## src/rtl/mem_port_arbiter.sv

```systemverilog
// Two-master to one-slave AXI4 arbiter for the shared DDR port.
// Round-robin AR/AW arbitration with grant locking, an AW-ordered W FIFO and ID-MSB response routing.
module mem_port_arbiter #(
  parameter int unsigned MAX_W_TRANS = 2,
  parameter int unsigned FIX_PRIO    = 0
) (
  input  logic        aclk,
  input  logic        aresetn,
  input  logic        i_s0_ar_valid,
  output logic        o_s0_ar_ready,
  input  logic [3:0]  i_s0_ar_id,
  input  logic [31:0] i_s0_ar_addr,
  input  logic [7:0]  i_s0_ar_len,
  input  logic [2:0]  i_s0_ar_size,
  input  logic [1:0]  i_s0_ar_burst,
  input  logic        i_s0_aw_valid,
  output logic        o_s0_aw_ready,
  input  logic [3:0]  i_s0_aw_id,
  input  logic [31:0] i_s0_aw_addr,
  input  logic [7:0]  i_s0_aw_len,
  input  logic [2:0]  i_s0_aw_size,
  input  logic [1:0]  i_s0_aw_burst,
  input  logic        i_s0_w_valid,
  output logic        o_s0_w_ready,
  input  logic [31:0] i_s0_w_data,
  input  logic [3:0]  i_s0_w_strb,
  input  logic        i_s0_w_last,
  output logic        o_s0_b_valid,
  input  logic        i_s0_b_ready,
  output logic [3:0]  o_s0_b_id,
  output logic [1:0]  o_s0_b_resp,
  output logic        o_s0_r_valid,
  input  logic        i_s0_r_ready,
  output logic [3:0]  o_s0_r_id,
  output logic [31:0] o_s0_r_data,
  output logic [1:0]  o_s0_r_resp,
  output logic        o_s0_r_last,
  input  logic        i_s1_ar_valid,
  output logic        o_s1_ar_ready,
  input  logic [3:0]  i_s1_ar_id,
  input  logic [31:0] i_s1_ar_addr,
  input  logic [7:0]  i_s1_ar_len,
  input  logic [2:0]  i_s1_ar_size,
  input  logic [1:0]  i_s1_ar_burst,
  input  logic        i_s1_aw_valid,
  output logic        o_s1_aw_ready,
  input  logic [3:0]  i_s1_aw_id,
  input  logic [31:0] i_s1_aw_addr,
  input  logic [7:0]  i_s1_aw_len,
  input  logic [2:0]  i_s1_aw_size,
  input  logic [1:0]  i_s1_aw_burst,
  input  logic        i_s1_w_valid,
  output logic        o_s1_w_ready,
  input  logic [31:0] i_s1_w_data,
  input  logic [3:0]  i_s1_w_strb,
  input  logic        i_s1_w_last,
  output logic        o_s1_b_valid,
  input  logic        i_s1_b_ready,
  output logic [3:0]  o_s1_b_id,
  output logic [1:0]  o_s1_b_resp,
  output logic        o_s1_r_valid,
  input  logic        i_s1_r_ready,
  output logic [3:0]  o_s1_r_id,
  output logic [31:0] o_s1_r_data,
  output logic [1:0]  o_s1_r_resp,
  output logic        o_s1_r_last,
  output logic        o_m_ar_valid,
  input  logic        i_m_ar_ready,
  output logic [4:0]  o_m_ar_id,
  output logic [31:0] o_m_ar_addr,
  output logic [7:0]  o_m_ar_len,
  output logic [2:0]  o_m_ar_size,
  output logic [1:0]  o_m_ar_burst,
  output logic        o_m_aw_valid,
  input  logic        i_m_aw_ready,
  output logic [4:0]  o_m_aw_id,
  output logic [31:0] o_m_aw_addr,
  output logic [7:0]  o_m_aw_len,
  output logic [2:0]  o_m_aw_size,
  output logic [1:0]  o_m_aw_burst,
  output logic        o_m_w_valid,
  input  logic        i_m_w_ready,
  output logic [31:0] o_m_w_data,
  output logic [3:0]  o_m_w_strb,
  output logic        o_m_w_last,
  input  logic        i_m_b_valid,
  output logic        o_m_b_ready,
  input  logic [4:0]  i_m_b_id,
  input  logic [1:0]  i_m_b_resp,
  input  logic        i_m_r_valid,
  output logic        o_m_r_ready,
  input  logic [4:0]  i_m_r_id,
  input  logic [31:0] i_m_r_data,
  input  logic [1:0]  i_m_r_resp,
  input  logic        i_m_r_last
);

  localparam int unsigned PTR_W = (MAX_W_TRANS > 1) ? $clog2(MAX_W_TRANS) : 1;
  localparam int unsigned CNT_W = $clog2(MAX_W_TRANS + 1);

  logic r_ar_lock, r_ar_lock_idx, r_ar_last;
  logic r_aw_lock, r_aw_lock_idx, r_aw_last;
  logic [MAX_W_TRANS-1:0] r_wq;
  logic [PTR_W-1:0]       r_wq_wp, r_wq_rp;
  logic [CNT_W-1:0]       r_w_cnt;

  logic w_ar_sel, w_ar_valid, w_ar_hs;
  logic w_aw_sel, w_aw_ok, w_aw_valid, w_aw_hs;
  logic w_wq_nempty, w_head, w_w_hs, w_pop;

  function automatic logic [PTR_W-1:0] f_ptr_inc(input logic [PTR_W-1:0] p);
    return (p == PTR_W'(MAX_W_TRANS - 1)) ? '0 : p + PTR_W'(1);
  endfunction

  // Winner selection: locked grant, else sole requester, else tie-break
  always_comb begin
    w_ar_sel = 1'b0;
    if (r_ar_lock)                           w_ar_sel = r_ar_lock_idx;
    else if (i_s0_ar_valid && i_s1_ar_valid) w_ar_sel = (FIX_PRIO != 0) ? 1'b0 : ~r_ar_last;
    else                                     w_ar_sel = i_s1_ar_valid;
    w_aw_sel = 1'b0;
    if (r_aw_lock)                           w_aw_sel = r_aw_lock_idx;
    else if (i_s0_aw_valid && i_s1_aw_valid) w_aw_sel = (FIX_PRIO != 0) ? 1'b0 : ~r_aw_last;
    else                                     w_aw_sel = i_s1_aw_valid;
  end

  assign w_ar_valid    = w_ar_sel ? i_s1_ar_valid : i_s0_ar_valid;
  assign w_ar_hs       = w_ar_valid & i_m_ar_ready;
  assign o_m_ar_valid  = w_ar_valid;
  assign o_m_ar_id     = {w_ar_sel, (w_ar_sel ? i_s1_ar_id : i_s0_ar_id)};
  assign o_m_ar_addr   = w_ar_sel ? i_s1_ar_addr  : i_s0_ar_addr;
  assign o_m_ar_len    = w_ar_sel ? i_s1_ar_len   : i_s0_ar_len;
  assign o_m_ar_size   = w_ar_sel ? i_s1_ar_size  : i_s0_ar_size;
  assign o_m_ar_burst  = w_ar_sel ? i_s1_ar_burst : i_s0_ar_burst;
  assign o_s0_ar_ready = w_ar_hs & ~w_ar_sel;
  assign o_s1_ar_ready = w_ar_hs & w_ar_sel;

  // AW is held off entirely while the W-order FIFO is full (registered count)
  assign w_aw_ok       = (r_w_cnt != CNT_W'(MAX_W_TRANS));
  assign w_aw_valid    = w_aw_ok & (w_aw_sel ? i_s1_aw_valid : i_s0_aw_valid);
  assign w_aw_hs       = w_aw_valid & i_m_aw_ready;
  assign o_m_aw_valid  = w_aw_valid;
  assign o_m_aw_id     = {w_aw_sel, (w_aw_sel ? i_s1_aw_id : i_s0_aw_id)};
  assign o_m_aw_addr   = w_aw_sel ? i_s1_aw_addr  : i_s0_aw_addr;
  assign o_m_aw_len    = w_aw_sel ? i_s1_aw_len   : i_s0_aw_len;
  assign o_m_aw_size   = w_aw_sel ? i_s1_aw_size  : i_s0_aw_size;
  assign o_m_aw_burst  = w_aw_sel ? i_s1_aw_burst : i_s0_aw_burst;
  assign o_s0_aw_ready = w_aw_hs & ~w_aw_sel;
  assign o_s1_aw_ready = w_aw_hs & w_aw_sel;

  assign w_wq_nempty  = (r_w_cnt != '0);
  assign w_head       = r_wq[r_wq_rp];
  assign o_m_w_valid  = w_wq_nempty & (w_head ? i_s1_w_valid : i_s0_w_valid);
  assign o_m_w_data   = w_head ? i_s1_w_data : i_s0_w_data;
  assign o_m_w_strb   = w_head ? i_s1_w_strb : i_s0_w_strb;
  assign o_m_w_last   = w_head ? i_s1_w_last : i_s0_w_last;
  assign o_s0_w_ready = w_wq_nempty & ~w_head & i_m_w_ready;
  assign o_s1_w_ready = w_wq_nempty & w_head & i_m_w_ready;
  assign w_w_hs       = o_m_w_valid & i_m_w_ready;
  assign w_pop        = w_w_hs & o_m_w_last;

  // Responses steered by the master index carried in the ID MSB
  assign o_s0_b_valid = i_m_b_valid & ~i_m_b_id[4];
  assign o_s1_b_valid = i_m_b_valid & i_m_b_id[4];
  assign o_s0_b_id    = i_m_b_id[3:0];
  assign o_s1_b_id    = i_m_b_id[3:0];
  assign o_s0_b_resp  = i_m_b_resp;
  assign o_s1_b_resp  = i_m_b_resp;
  assign o_m_b_ready  = i_m_b_id[4] ? i_s1_b_ready : i_s0_b_ready;
  assign o_s0_r_valid = i_m_r_valid & ~i_m_r_id[4];
  assign o_s1_r_valid = i_m_r_valid & i_m_r_id[4];
  assign o_s0_r_id    = i_m_r_id[3:0];
  assign o_s1_r_id    = i_m_r_id[3:0];
  assign o_s0_r_data  = i_m_r_data;
  assign o_s1_r_data  = i_m_r_data;
  assign o_s0_r_resp  = i_m_r_resp;
  assign o_s1_r_resp  = i_m_r_resp;
  assign o_s0_r_last  = i_m_r_last;
  assign o_s1_r_last  = i_m_r_last;
  assign o_m_r_ready  = i_m_r_id[4] ? i_s1_r_ready : i_s0_r_ready;

  always_ff @(posedge aclk or negedge aresetn) begin
    if (!aresetn) begin
      r_ar_lock     <= 1'b0;
      r_ar_lock_idx <= 1'b0;
      r_ar_last     <= 1'b1;
      r_aw_lock     <= 1'b0;
      r_aw_lock_idx <= 1'b0;
      r_aw_last     <= 1'b1;
      r_wq          <= '0;
      r_wq_wp       <= '0;
      r_wq_rp       <= '0;
      r_w_cnt       <= '0;
    end else begin
      r_ar_lock     <= w_ar_valid & ~i_m_ar_ready;
      r_ar_lock_idx <= w_ar_sel;
      if (w_ar_hs) r_ar_last <= w_ar_sel;
      r_aw_lock     <= w_aw_valid & ~i_m_aw_ready;
      r_aw_lock_idx <= w_aw_sel;
      if (w_aw_hs) begin
        r_aw_last        <= w_aw_sel;
        r_wq[r_wq_wp]    <= w_aw_sel;
        r_wq_wp          <= f_ptr_inc(r_wq_wp);
      end
      if (w_pop) r_wq_rp <= f_ptr_inc(r_wq_rp);
      if (w_aw_hs && !w_pop)      r_w_cnt <= r_w_cnt + CNT_W'(1);
      else if (!w_aw_hs && w_pop) r_w_cnt <= r_w_cnt - CNT_W'(1);
    end
  end

  a_ar_stable: assert property (@(posedge aclk) disable iff (!aresetn)
    (o_m_ar_valid && !i_m_ar_ready) |=> (o_m_ar_valid && $stable(o_m_ar_addr) && $stable(o_m_ar_id)));
  a_aw_stable: assert property (@(posedge aclk) disable iff (!aresetn)
    (o_m_aw_valid && !i_m_aw_ready) |=> (o_m_aw_valid && $stable(o_m_aw_addr) && $stable(o_m_aw_id)));
  a_cnt_max: assert property (@(posedge aclk) disable iff (!aresetn)
    r_w_cnt <= CNT_W'(MAX_W_TRANS));
  a_w_empty: assert property (@(posedge aclk) disable iff (!aresetn)
    o_m_w_valid |-> w_wq_nempty);

endmodule

```

## config.mk

```make
export PLATFORM = sky130hd
export DESIGN_NAME = mem_port_arbiter
export DESIGN_NICKNAME = d
export VERILOG_FILES = /design/src/rtl/mem_port_arbiter.sv
export SDC_FILE = /design/constraint.sdc
export NUM_CORES = 1
export LEC_CHECK = 0
export ABC_AREA = 1
export CORE_AREA = 3 3 226 228
export CTS_BUF_LIST = sky130_fd_sc_hd__clkbuf_16
export DETAILED_ROUTE_END_ITERATION = 8
export DIE_AREA = 0 0 229 231
export PLACE_DENSITY = 0.37
export SYNTH_ARGS = -nofsm -noshare
export SYNTH_HDL_FRONTEND = slang
export SYNTH_SLANG_ARGS = --single-unit
```

## constraint.sdc

```tcl
create_clock -name aclk -period 2.91 [get_ports aclk]
set_clock_uncertainty 0.15 [all_clocks]
set_input_delay 0.4365 -clock aclk [delete_from_list [all_inputs] [get_ports aclk]]
set_output_delay 0.4365 -clock aclk [all_outputs]
set_load 0.05 [all_outputs]
```

; Word level (Yosys, flattened, before mapping)
; Cells that the tools add are included.
[word_totals]
regBits = 12
input_bits = 334
elab_cells = 87
[op_classes]
add_sub_neg = 4
magnitude_cmp = 3
reduce_logical = 9
n_mux = 31
eq_ne = 1
bitwise_logic = 29
[ops]
columns = cell, count
row1 = 2-to-1 mux 32 bit, 3
row2 = AND 1 bit, 20
row3 = 2-to-1 mux 8 bit, 2
row4 = 2-to-1 mux 1 bit, 15
row5 = 2-to-1 mux 4 bit, 3
row6 = inverter 1 bit, 9
row7 = 2-to-1 mux 2 bit, 4
row8 = 2-to-1 mux 3 bit, 2
row9 = logical AND 1 bit, 5
row10 = "less-than comparator 1 x 2 -> 1 bit, second input constant", 2
row11 = nonzero test 2 bit, 2
row12 = "adder 1 bit, second input constant", 2
row13 = "adder 2 x 1 -> 2 bit, second input constant", 1
row14 = bitwise mux 2 bit, 1
row15 = logical NOT 1 bit, 2
row16 = "!= test 2 bit, second input constant", 1
row17 = "subtractor 2 x 1 -> 2 bit, second input constant", 1
row18 = demux 1 bit (select 1 bit), 1
row19 = "greater-or-equal comparator 1 bit, second input constant", 1

; Depth between registers and ports, before layout
; Gate-level depths: netlist (run 1).
[logic_depth]
word_depth = 10
mapped_depth = 11

; Least setup slack after synthesis (run 1)
; Ideal clock, no wire load.
[synth_path]
kind = reg2out
start = register r_ar_last
end = output port o_s0_ar_ready
stages_incl_launch_ff = 6
slack_ps = 741
arrival_time_ps = 1583
required_ps = 2324
path_buffers = 1
path_cell_list = dfstp_2 -> nand2_1 -> nand2_1 -> nand2_4 -> buf_4 -> nor2_1
[synth_via]
elab_chain_cells = 6
word_cells_on_any_way = 7
classes_between = 3 x mux / 4 x bitwise
[synth_lines]
columns = item, line_no
row1 = start: declaration, 101  ; logic r_ar_lock, r_ar_lock_idx, r_ar_last;
row2 = start signal: assignment, 197  ; if (w_ar_hs) r_ar_last <= w_ar_sel;
row3 = inverter 1 bit *, 119  ; else if (i_s0_ar_valid && i_s1_ar_valid) w_ar_sel = (FIX_PRIO != 0) ? 1'b0 : ~r_ar_last;
row4 = 2-to-1 mux 1 bit *, 119
row5 = 2-to-1 mux 1 bit *, 118  ; if (r_ar_lock) w_ar_sel = r_ar_lock_idx;
row6 = net w_ar_sel, 107  ; logic w_ar_sel, w_ar_valid, w_ar_hs;
row7 = 2-to-1 mux 1 bit, 127  ; assign w_ar_valid = w_ar_sel ? i_s1_ar_valid : i_s0_ar_valid;
row8 = AND 1 bit, 128  ; assign w_ar_hs = w_ar_valid & i_m_ar_ready;
row9 = AND 1 bit *, 135  ; assign o_s0_ar_ready = w_ar_hs & ~w_ar_sel;
row10 = end: declaration, 10  ; output logic o_s0_ar_ready,
; Mark *: on every way through the listed nets, which the timed path passes. The rest lies on a longest branch.

; Worst setup path in the final report (run 1)
[layout_path]
start = input port i_s1_ar_valid
end = output port o_m_ar_addr[31]
[layout_via]
elab_chain_cells = 4
[layout_lines]
columns = item, line_no
row1 = start: declaration, 38  ; input logic i_s1_ar_valid,
row2 = logical AND 1 bit, 119
row3 = 2-to-1 mux 1 bit *, 119
row4 = 2-to-1 mux 1 bit *, 118
row5 = 2-to-1 mux 32 bit *, 131  ; assign o_m_ar_addr = w_ar_sel ? i_s1_ar_addr : i_s0_ar_addr;
row6 = end: declaration, 70  ; output logic [31:0] o_m_ar_addr,
; Mark *: on every way between the ends. The rest lies on a longest branch, timed or not.

==> results of run 1 <==
-- cell families after synthesis --
family	Yosys count	share of synthesized area
AND/OR/NAND/NOR	467	0.568
buffers and inverters	142	0.317
flip-flops	12	0.0930
AO/OA/AOI/OAI	4	0.00614
XOR/XNOR	2	0.00538
multiplexers	2	0.00691
adder cells (fa/ha/maj)	1	0.00384
-- layer usage --
metal	global-route usage	wire length [um]
met5	0	0
met4	0.0216	476
met3	0.0376	2790
met2	0.126	9900
met1	0.0719	6970
-- cells in the final DEF (no fill, tap or decap), types with 2 or more instances in the layout --
cell / instances
sky130_fd_sc_hd__dfrtp_1: 10
sky130_fd_sc_hd__inv_4: 2
sky130_fd_sc_hd__nand3_1: 3
sky130_fd_sc_hd__dfstp_2: 2
sky130_fd_sc_hd__nand4_1: 2
sky130_fd_sc_hd__nand3_2: 3
sky130_fd_sc_hd__inv_1: 18
sky130_fd_sc_hd__clkdlybuf4s50_1: 294
sky130_fd_sc_hd__mux2_2: 2
sky130_fd_sc_hd__clkbuf_16: 3
sky130_fd_sc_hd__nor2_2: 2
sky130_fd_sc_hd__nor2_4: 2
sky130_fd_sc_hd__nand2_4: 2
sky130_fd_sc_hd__buf_12: 111
sky130_fd_sc_hd__nand2_1: 431
sky130_fd_sc_hd__inv_2: 2
sky130_fd_sc_hd__o21ai_1: 2
sky130_fd_sc_hd__buf_4: 45
sky130_fd_sc_hd__nor2_1: 13
sky130_fd_sc_hd__nand2_2: 7
-- power by group --
| part | internal, mW | switching [mW] | leakage [nW] | total, mW |
|---|---|---|---|---|
| clock network | 0.183 | 0.0917 | 0.0385 | 0.274 |
| registers | 0.241 | 0.0540 | 0.144 | 0.295 |
| logic | 2.62 | 4.15 | 3.87 | 6.77 |
-- through the flow --
| step | worst slack (ns) | instance area [sq um] |
|---|---|---|
| finish | 0.319 | 8730 |
| global route | 0.186 | 8730 |
| CTS | 0.288 | 8730 |
| detailed placement | 0.297 | 8650 |
| global placement | 0.311 | 8650 |
| floorplan | 0.741 | 3260 |
-- final cells by class --
| class | count | area (sq um) |
|---|---|---|
| inverter | 22 | 87.6 |
| multi-input combinational | 476 | 1920 |
| sequential | 12 | 303 |
| tap | 664 | 831 |
| clock inverter | 1 | 3.75 |
| timing repair buffer | 450 | 5500 |
| fill | 5580 | 40300 |
| clock buffer | 3 | 75.1 |
-- path summary, 6_finish.rpt --
check	slack (ns)	end	depth (start not counted)
max in group asynchronous	1.65	r_ar_lock	1
max reg2reg	0.72	r_w_cnt[1]	11
min in group asynchronous	0.48	r_aw_lock_idx	1
max	0.32	o_m_ar_addr[31]	10
min	0.32	r_ar_last	2
min reg2reg	0.32	r_ar_last	2
-- worst max-delay path: stages --
cell                              delay (ns)
sky130_fd_sc_hd__clkdlybuf4s50_1        0.43
sky130_fd_sc_hd__inv_2                  0.07
sky130_fd_sc_hd__nor2_2                 0.03
sky130_fd_sc_hd__nand2_1                0.10
sky130_fd_sc_hd__nand2_4                0.08
sky130_fd_sc_hd__inv_4                  0.20
sky130_fd_sc_hd__buf_12                 0.21
sky130_fd_sc_hd__nand2_1                0.14
sky130_fd_sc_hd__nand2_1                0.13
sky130_fd_sc_hd__buf_12                 0.14
==> flow_summary.html, run 1 <==
<table>
<tr><th>Metric</th><th>Value</th></tr>
<tr><th colspan="2">Outcome</th></tr>
<tr><td>Outcome</td><td>complete, no violations</td></tr>
<tr><th colspan="2">Synth</th></tr>
<tr><td>Top post-synthesis cells by count</td><td>sky130_fd_sc_hd__nand2_1, sky130_fd_sc_hd__buf_4, sky130_fd_sc_hd__inv_1, sky130_fd_sc_hd__buf_6, sky130_fd_sc_hd__nor2_1</td></tr>
<tr><td>Synthesized net count</td><td>965</td></tr>
<tr><td>Synthesized area</td><td>0.00326 sq mm</td></tr>
<tr><td>Most used standard cell by instance count after synthesis</td><td>sky130_fd_sc_hd__nand2_1</td></tr>
<tr><td>Number of synthesized flops with an enable pin</td><td>0</td></tr>
<tr><td>Main synth FF type</td><td>sky130_fd_sc_hd__dfrtp_1</td></tr>
<tr><td>Sequential share of the synthesized area</td><td>0.0930</td></tr>
<tr><td>Count of distinct cell types in the synthesized netlist</td><td>26</td></tr>
<tr><td>Top cells by area in the synthesized netlist</td><td>sky130_fd_sc_hd__nand2_1, sky130_fd_sc_hd__buf_4, sky130_fd_sc_hd__dfrtp_1</td></tr>
<tr><td>Syn Inst Count</td><td>630</td></tr>
<tr><td>Area share of the leading cell type in the synthesized netlist</td><td>0.497</td></tr>
<tr><td>Leading area contributor after synthesis</td><td>sky130_fd_sc_hd__nand2_1</td></tr>
<tr><td>Post-synthesis area per instance</td><td>5.17 sq um</td></tr>
<tr><td>Yosys reg bits</td><td>12</td></tr>
<tr><td>Warning count from the yosys run</td><td>0</td></tr>
<tr><td>Post-synth ARST share</td><td>1.00</td></tr>
<tr><th colspan="2">Detailed routing</th></tr>
<tr><td>Detailed-route wire length</td><td>20.1 mm</td></tr>
<tr><td>Router iterations before antenna repair</td><td>4</td></tr>
<tr><td>Detailed-route vias per instance</td><td>2.91</td></tr>
<tr><td>Total DRC errors in the routed layout</td><td>0</td></tr>
<tr><td>Average routed wire per standard cell</td><td>12.4 um</td></tr>
<tr><td>Vias</td><td>4,734</td></tr>
<tr><td>Number of DRC markers in iteration 0</td><td>138</td></tr>
<tr><td>Post-detailed-route count of antenna-violating nets</td><td>0</td></tr>
<tr><th colspan="2">Cells and area</th></tr>
<tr><td>Biggest registers after layout</td><td>r_w_cnt x2, r_wq x2</td></tr>
<tr><td>Utilization after layout</td><td>0.178</td></tr>
<tr><td>Number of nets in the layout</td><td>1,300</td></tr>
<tr><td>Count of non-filler cells in the finished layout</td><td>1,628</td></tr>
<tr><td>Count of inserted antenna diode cells</td><td>0</td></tr>
<tr><td>Share of post-route cells with drive strength above 1</td><td>0.191</td></tr>
<tr><td>Layout overhead on the synthesized area</td><td>168%</td></tr>
<tr><th colspan="2">Floorplanning</th></tr>
<tr><td>Initial Utilization</td><td>0.0664</td></tr>
<tr><td>Total die area</td><td>0.0529 sq mm</td></tr>
<tr><td>Number of placed I/O pins</td><td>576</td></tr>
<tr><td>Die boundary width</td><td>229 um</td></tr>
<tr><td># rows</td><td>81</td></tr>
<tr><td>Area of the core</td><td>0.0491 sq mm</td></tr>
<tr><td>Die Y-Extent</td><td>231 um</td></tr>
<tr><th colspan="2">Setup path</th></tr>
<tr><td>Required time of the critical path</td><td>2.32 ns</td></tr>
<tr><td>Largest fanout on the critical path</td><td>26</td></tr>
<tr><td>Arrival time of data at the critical path endpoint</td><td>2.00 ns</td></tr>
<tr><td>Critical register-to-register path startpoint</td><td>r_wq[1]</td></tr>
<tr><td>Launching element type of the critical path</td><td>primary input</td></tr>
<tr><td>Worst Setup End Kind</td><td>output port</td></tr>
<tr><td>Crit path kind</td><td>in2out</td></tr>
<tr><td>Startpoint of the most critical setup path</td><td>i_s1_ar_valid</td></tr>
<tr><th colspan="2">Placement</th></tr>
<tr><td>Dpl cells</td><td>1,624</td></tr>
<tr><td>Port-buffer cells</td><td>440</td></tr>
<tr><td>Detailed Place HPWL</td><td>17.7 mm</td></tr>
<tr><td>Routability Congestion</td><td>0.781</td></tr>
<tr><th colspan="2">Clock network</th></tr>
<tr><td>Clock transition at the register clock pins on the worst setup and hold paths after CTS</td><td>0.05 ns</td></tr>
<tr><td>Clock tree from TritonCTS</td><td>built</td></tr>
<tr><td>Setup fix buffers added after clock tree synthesis</td><td>0</td></tr>
<tr><td>Clk Tree Root Cell</td><td>sky130_fd_sc_hd__clkbuf_16</td></tr>
<tr><td>Number of buffers added by the clock tree synthesis step</td><td>3</td></tr>
<tr><td>Clock sinks</td><td>12</td></tr>
<tr><td>PostCTS Resize Cnt</td><td>0</td></tr>
<tr><td>Worst-case clock buffer depth</td><td>2</td></tr>
<tr><td>Htree depth</td><td>1</td></tr>
<tr><td>Hold-fix buffers, CTS</td><td>0</td></tr>
<tr><td>Clock Latency Late Sink</td><td>0.25 ns</td></tr>
<tr><th colspan="2">Power</th></tr>
<tr><td>Post-route total power</td><td>7.34 mW</td></tr>
<tr><td>Leakage</td><td>4.06 nW</td></tr>
<tr><td>Power density over the cells</td><td>841 mW/mm^2</td></tr>
<tr><td>Max rail drop VDD</td><td>0.301 mV</td></tr>
<tr><th colspan="2">Global routing</th></tr>
<tr><td>Vias in the first global route</td><td>4,916</td></tr>
<tr><td>Antenna violations before repair</td><td>0</td></tr>
<tr><td>Global-route wire length before repair</td><td>29.4 mm</td></tr>
<tr><td>GRT Residual Overflow</td><td>0</td></tr>
<tr><td>Gr usage total</td><td>0.0710</td></tr>
<tr><td>Maximum number of pins on one net before global-route repair</td><td>39</td></tr>
<tr><th colspan="2">Job</th></tr>
<tr><td>Number of max-cap violations</td><td>0</td></tr>
<tr><th colspan="2">Hold path</th></tr>
<tr><td>Hold Crit Start</td><td>r_ar_last</td></tr>
<tr><td>Worst min-delay path category</td><td>reg2reg</td></tr>
<tr><th colspan="2">Timing</th></tr>
<tr><td>Max Transition Viols Final</td><td>0</td></tr>
<tr><td>Period utilization</td><td>0.890</td></tr>
<tr><td>Post-route minimum period</td><td>2.59 ns</td></tr>
<tr><td>Final total negative setup slack</td><td>0 ns</td></tr>
<tr><td>Headroom to the max-slew limit</td><td>0.496</td></tr>
<tr><td>Maximum clock rate</td><td>386 MHz</td></tr>
<tr><td>Setup repair after global routing missed its margin</td><td>false</td></tr>
<tr><td>Worst hold slack across all endpoints</td><td>0.323 ns</td></tr>
<tr><td>Measured slew at the worst slew-check pin</td><td>0.753 ns</td></tr>
<tr><td>Final setup violation count</td><td>0</td></tr>
<tr><td>Final count of hold timing violations</td><td>0</td></tr>
</table>
Power figures use the tool's default switching activity.
==> inputs of run 2 (changes only) <==
==> constraint.sdc (replaced) <==
create_clock -name aclk -period 2.91 [get_ports aclk]
set_clock_uncertainty 0.15 [all_clocks]
set_input_delay 0.582 -clock aclk [delete_from_list [all_inputs] [get_ports aclk]]
set_output_delay 0.582 -clock aclk [all_outputs]
set_load 0.05 [all_outputs]
==> run 2 against run 1 <==
Against the previous run: cell area increased by 5.7%; total power is 12% higher; fmax is 7.1% lower; sequential share of layout area shrank 0.19 points; register-to-register slack got worse by 0.10 ns; utilization is 1.0 points higher; critical path depth unchanged; hold slack gained 0.0020 ns; largest cell class unchanged; highest routed layer unchanged.
==> flow_summary.html, run 2 (same netlist as run 1, synthesis figures left out) <==
<table>
<tr><th>Metric</th><th>Value</th></tr>
<tr><th colspan="2">Clock network</th></tr>
<tr><td>Setup fix buffers added after clock tree synthesis</td><td>0 (unchanged)</td></tr>
<tr><td>Htree depth</td><td>1 (unchanged)</td></tr>
<tr><td>Hold-fix buffers, CTS</td><td>0 (unchanged)</td></tr>
<tr><td>Clock sinks</td><td>12 (unchanged)</td></tr>
<tr><td>Worst-case clock buffer depth</td><td>2 (unchanged)</td></tr>
<tr><td>Clock transition at the register clock pins on the worst setup and hold paths after CTS</td><td>0.05 ns (about the same)</td></tr>
<tr><td>Clock Latency Late Sink</td><td>0.24 ns (about the same)</td></tr>
<tr><td>Number of buffers added by the clock tree synthesis step</td><td>3 (unchanged)</td></tr>
<tr><td>Clock tree from TritonCTS</td><td>built</td></tr>
<tr><td>Clk Tree Root Cell</td><td>sky130_fd_sc_hd__clkbuf_16</td></tr>
<tr><th colspan="2">Placement</th></tr>
<tr><td>Port-buffer cells</td><td>440 (unchanged)</td></tr>
<tr><td>Dpl cells</td><td>1,625 (+0.062%)</td></tr>
<tr><td>Routability Congestion</td><td>0.774 (-0.91%)</td></tr>
<tr><td>Detailed Place HPWL</td><td>17.8 mm (+0.21%)</td></tr>
<tr><th colspan="2">Floorplanning</th></tr>
<tr><td>Number of placed I/O pins</td><td>576 (unchanged)</td></tr>
<tr><td>Total die area</td><td>0.0529 sq mm (unchanged)</td></tr>
<tr><td>Die Y-Extent</td><td>231 um (unchanged)</td></tr>
<tr><td># rows</td><td>81 (unchanged)</td></tr>
<tr><td>Die boundary width</td><td>229 um (unchanged)</td></tr>
<tr><td>Area of the core</td><td>0.0491 sq mm (unchanged)</td></tr>
<tr><td>Initial Utilization</td><td>0.0664 (unchanged)</td></tr>
<tr><th colspan="2">Setup path</th></tr>
<tr><td>Launching element type of the critical path</td><td>primary input</td></tr>
<tr><td>Crit path buf inv count</td><td>5 (unchanged)</td></tr>
<tr><td>Largest fanout on the critical path</td><td>22 (-15%)</td></tr>
<tr><td>Startpoint of the most critical setup path</td><td>i_s1_ar_valid</td></tr>
<tr><td>Crit path kind</td><td>in2out</td></tr>
<tr><td>Worst Setup End Kind</td><td>output port</td></tr>
<tr><td>Required time of the critical path</td><td>2.18 ns (-0.14 ns)</td></tr>
<tr><td>Critical register-to-register path startpoint</td><td>r_wq_rp</td></tr>
<tr><td>Worst path max stage delay</td><td>0.49 ns (+0.06 ns)</td></tr>
<tr><td>Cell at the slowest stage of the critical path</td><td>sky130_fd_sc_hd__clkdlybuf4s50_1</td></tr>
<tr><td>Arrival time of data at the critical path endpoint</td><td>2.06 ns (+0.06 ns)</td></tr>
<tr><td>Kind of cell adding the most delay to the critical path</td><td>buffers and inverters</td></tr>
<tr><td>Worst path cell trace</td><td>clkdlybuf4s50_1 -&gt; inv_2 -&gt; nor2_2 -&gt; nand2_2 -&gt; nand2_4 -&gt; buf_4 -&gt; buf_12 -&gt; nand2_1 -&gt; nand2_2 -&gt; buf_12</td></tr>
<tr><th colspan="2">Detailed routing</th></tr>
<tr><td>Router iterations before antenna repair</td><td>4 (unchanged)</td></tr>
<tr><td>Detailed-route vias per instance</td><td>2.90 (-0.36%)</td></tr>
<tr><td>Vias</td><td>4,720 (-0.30%)</td></tr>
<tr><td>Length of routed met3 wiring</td><td>2.74 mm (-1.9%)</td></tr>
<tr><td>Length of routed wiring on met1</td><td>7.23 mm (+3.8%)</td></tr>
<tr><td>Post-detailed-route count of antenna-violating nets</td><td>0 (unchanged)</td></tr>
<tr><td>Metal2 WL</td><td>9.64 mm (-2.7%)</td></tr>
<tr><td>Average routed wire per standard cell</td><td>12.4 um (about the same)</td></tr>
<tr><td>Uppermost layer routed</td><td>met4</td></tr>
<tr><td>Total DRC errors in the routed layout</td><td>0 (unchanged)</td></tr>
<tr><td>Detailed-route wire length</td><td>20.2 mm (about the same)</td></tr>
<tr><td>Number of DRC markers in iteration 0</td><td>104 (-25%)</td></tr>
<tr><th colspan="2">Timing</th></tr>
<tr><td>Worst hold slack across all endpoints</td><td>0.325 ns (+0.00195 ns)</td></tr>
<tr><td>Max Transition Viols Final</td><td>0 (unchanged)</td></tr>
<tr><td>Final setup violation count</td><td>0 (unchanged)</td></tr>
<tr><td>Headroom to the max-slew limit</td><td>0.551 (+0.0543)</td></tr>
<tr><td>Setup repair after global routing missed its margin</td><td>false</td></tr>
<tr><td>Period utilization</td><td>0.958 (+0.0682)</td></tr>
<tr><td>Maximum clock rate</td><td>359 MHz (-7.1%)</td></tr>
<tr><td>Post-route minimum period</td><td>2.79 ns (+0.198 ns)</td></tr>
<tr><td>Measured slew at the worst slew-check pin</td><td>0.672 ns (-0.0812 ns)</td></tr>
<tr><td>Final count of hold timing violations</td><td>0 (unchanged)</td></tr>
<tr><th colspan="2">Global routing</th></tr>
<tr><td>Maximum number of pins on one net before global-route repair</td><td>52 (+33%)</td></tr>
<tr><td>Vias in the first global route</td><td>4,875 (-0.83%)</td></tr>
<tr><td>GRT Residual Overflow</td><td>0 (unchanged)</td></tr>
<tr><td>Antenna violations before repair</td><td>0 (unchanged)</td></tr>
<tr><td>Global-route wire length before repair</td><td>29.0 mm (-1.2%)</td></tr>
<tr><td>Gr usage total</td><td>0.0705 (-0.000432)</td></tr>
<tr><th colspan="2">Job</th></tr>
<tr><td>Number of max-cap violations</td><td>0 (unchanged)</td></tr>
<tr><th colspan="2">Cells and area</th></tr>
<tr><td>Commonest non-fill, non-tap cells in the layout</td><td>sky130_fd_sc_hd__nand2_1, sky130_fd_sc_hd__clkdlybuf4s50_1, sky130_fd_sc_hd__buf_12</td></tr>
<tr><td>Layout overhead on the synthesized area</td><td>183%</td></tr>
<tr><td>Count of inserted antenna diode cells</td><td>0 (unchanged)</td></tr>
<tr><td>Number of nets in the layout</td><td>1,301 (+0.077%)</td></tr>
<tr><td>Biggest registers after layout</td><td>r_w_cnt x2, r_wq x2</td></tr>
<tr><td>Most common cell after layout, fill and taps aside</td><td>sky130_fd_sc_hd__nand2_1</td></tr>
<tr><td>Count of non-filler cells in the finished layout</td><td>1,629 (+0.061%)</td></tr>
<tr><td>Share of post-route cells with drive strength above 1</td><td>0.204 (+0.0133)</td></tr>
<tr><th colspan="2">Hold path</th></tr>
<tr><td>Worst min-delay path category</td><td>reg2reg</td></tr>
<tr><td>Hold Crit Start</td><td>r_ar_last</td></tr>
<tr><th colspan="2">Power</th></tr>
<tr><td>Post-route total power</td><td>8.23 mW (+12%)</td></tr>
<tr><td>Leakage</td><td>4.23 nW (+4.4%)</td></tr>
<tr><td>Power density over the cells</td><td>892 mW/mm^2 (+6.1%)</td></tr>
<tr><td>Max rail drop VDD</td><td>0.315 mV (+4.7%)</td></tr>
<tr><th colspan="2">Outcome</th></tr>
<tr><td>Outcome</td><td>complete, no violations</td></tr>
</table>
## run 2: cell count changes in the layout (fill, tap and decap cells not counted), moves of 2 or more
| cell | change |
|---|---|
| sky130_fd_sc_hd__buf_12 | +39 |
| sky130_fd_sc_hd__buf_4 | -32 |
| sky130_fd_sc_hd__clkdlybuf4s50_1 | -6 |
| sky130_fd_sc_hd__nand2_1 | -4 |
| sky130_fd_sc_hd__nand2_2 | +4 |
| sky130_fd_sc_hd__nor2_1 | -2 |
| sky130_fd_sc_hd__nor2_2 | +2 |
## run 2: cell type report
cell class              count  area [sq um]
clock buffers               3          75.1
clock inverters             1          3.75
inverters                  22          90.1
fillers                  5606         39800
well taps                 664           831
multi-input cells         476          1940
repair buffers            451          5980
flip-flops and latches     12           303
## run 2: tightest hold or removal path, delay by kind of cell, from the launching register on
kind | cells | cell delay (ns)
and+or+nand+nor | 1 | 0.05
AOI/OAI and AO/OA | 1 | 0.06
DFF | 1 | 0.36
## run 2: path summary, 6_finish.rpt
| check | end | slack, ns | cells past startpoint |
|---|---|---|---|
| worst max-delay path | o_m_ar_addr[22] | 0.12 | 10 |
| worst min-delay path | r_ar_last | 0.33 | 2 |
| worst max register to register | r_w_cnt[1] | 0.62 | 10 |
| worst min register to register | r_ar_last | 0.33 | 2 |
| max in group asynchronous | r_ar_lock_idx | 1.57 | 1 |
| min in group asynchronous | r_aw_lock | 0.61 | 1 |
## run 2: stage by stage
step / setup TNS, ns / util / setup WS (ns) / cell area (sq um)
6_report: 0 / 0.188 / 0.121 / 9220
5_1_grt: 0 / 0.188 / 0.00472 / 9220
4_1_cts: 0 / 0.188 / 0.0579 / 9210
3_5_place_dp: -0.146 / 0.186 / -0.0301 / 9130
3_3_place_gp: -0.00858 / 0.186 / -0.00405 / 9130
2_1_floorplan: 0 / - / 0.465 / 3260
## run 2: what timing repair did
item	4_1_cts	5_1_grt
gates resized for setup	1	6
setup endpoints to repair	40	13
pin swaps	0	0
## run 2: power breakdown
group          internal [mW]  total, mW  switching, mW
registers              0.241      0.287         0.0465
logic                   3.36       7.68           4.33
clock network          0.181      0.257         0.0753
total                   3.78       8.23           4.45
## run 2: metal layers
metal  vias to the layer above  GRT usage
met1                      1918     0.0733
met5                         -          0
met3                        33     0.0360
met4                         0     0.0253
met2                       326      0.122
li1                       2443          -
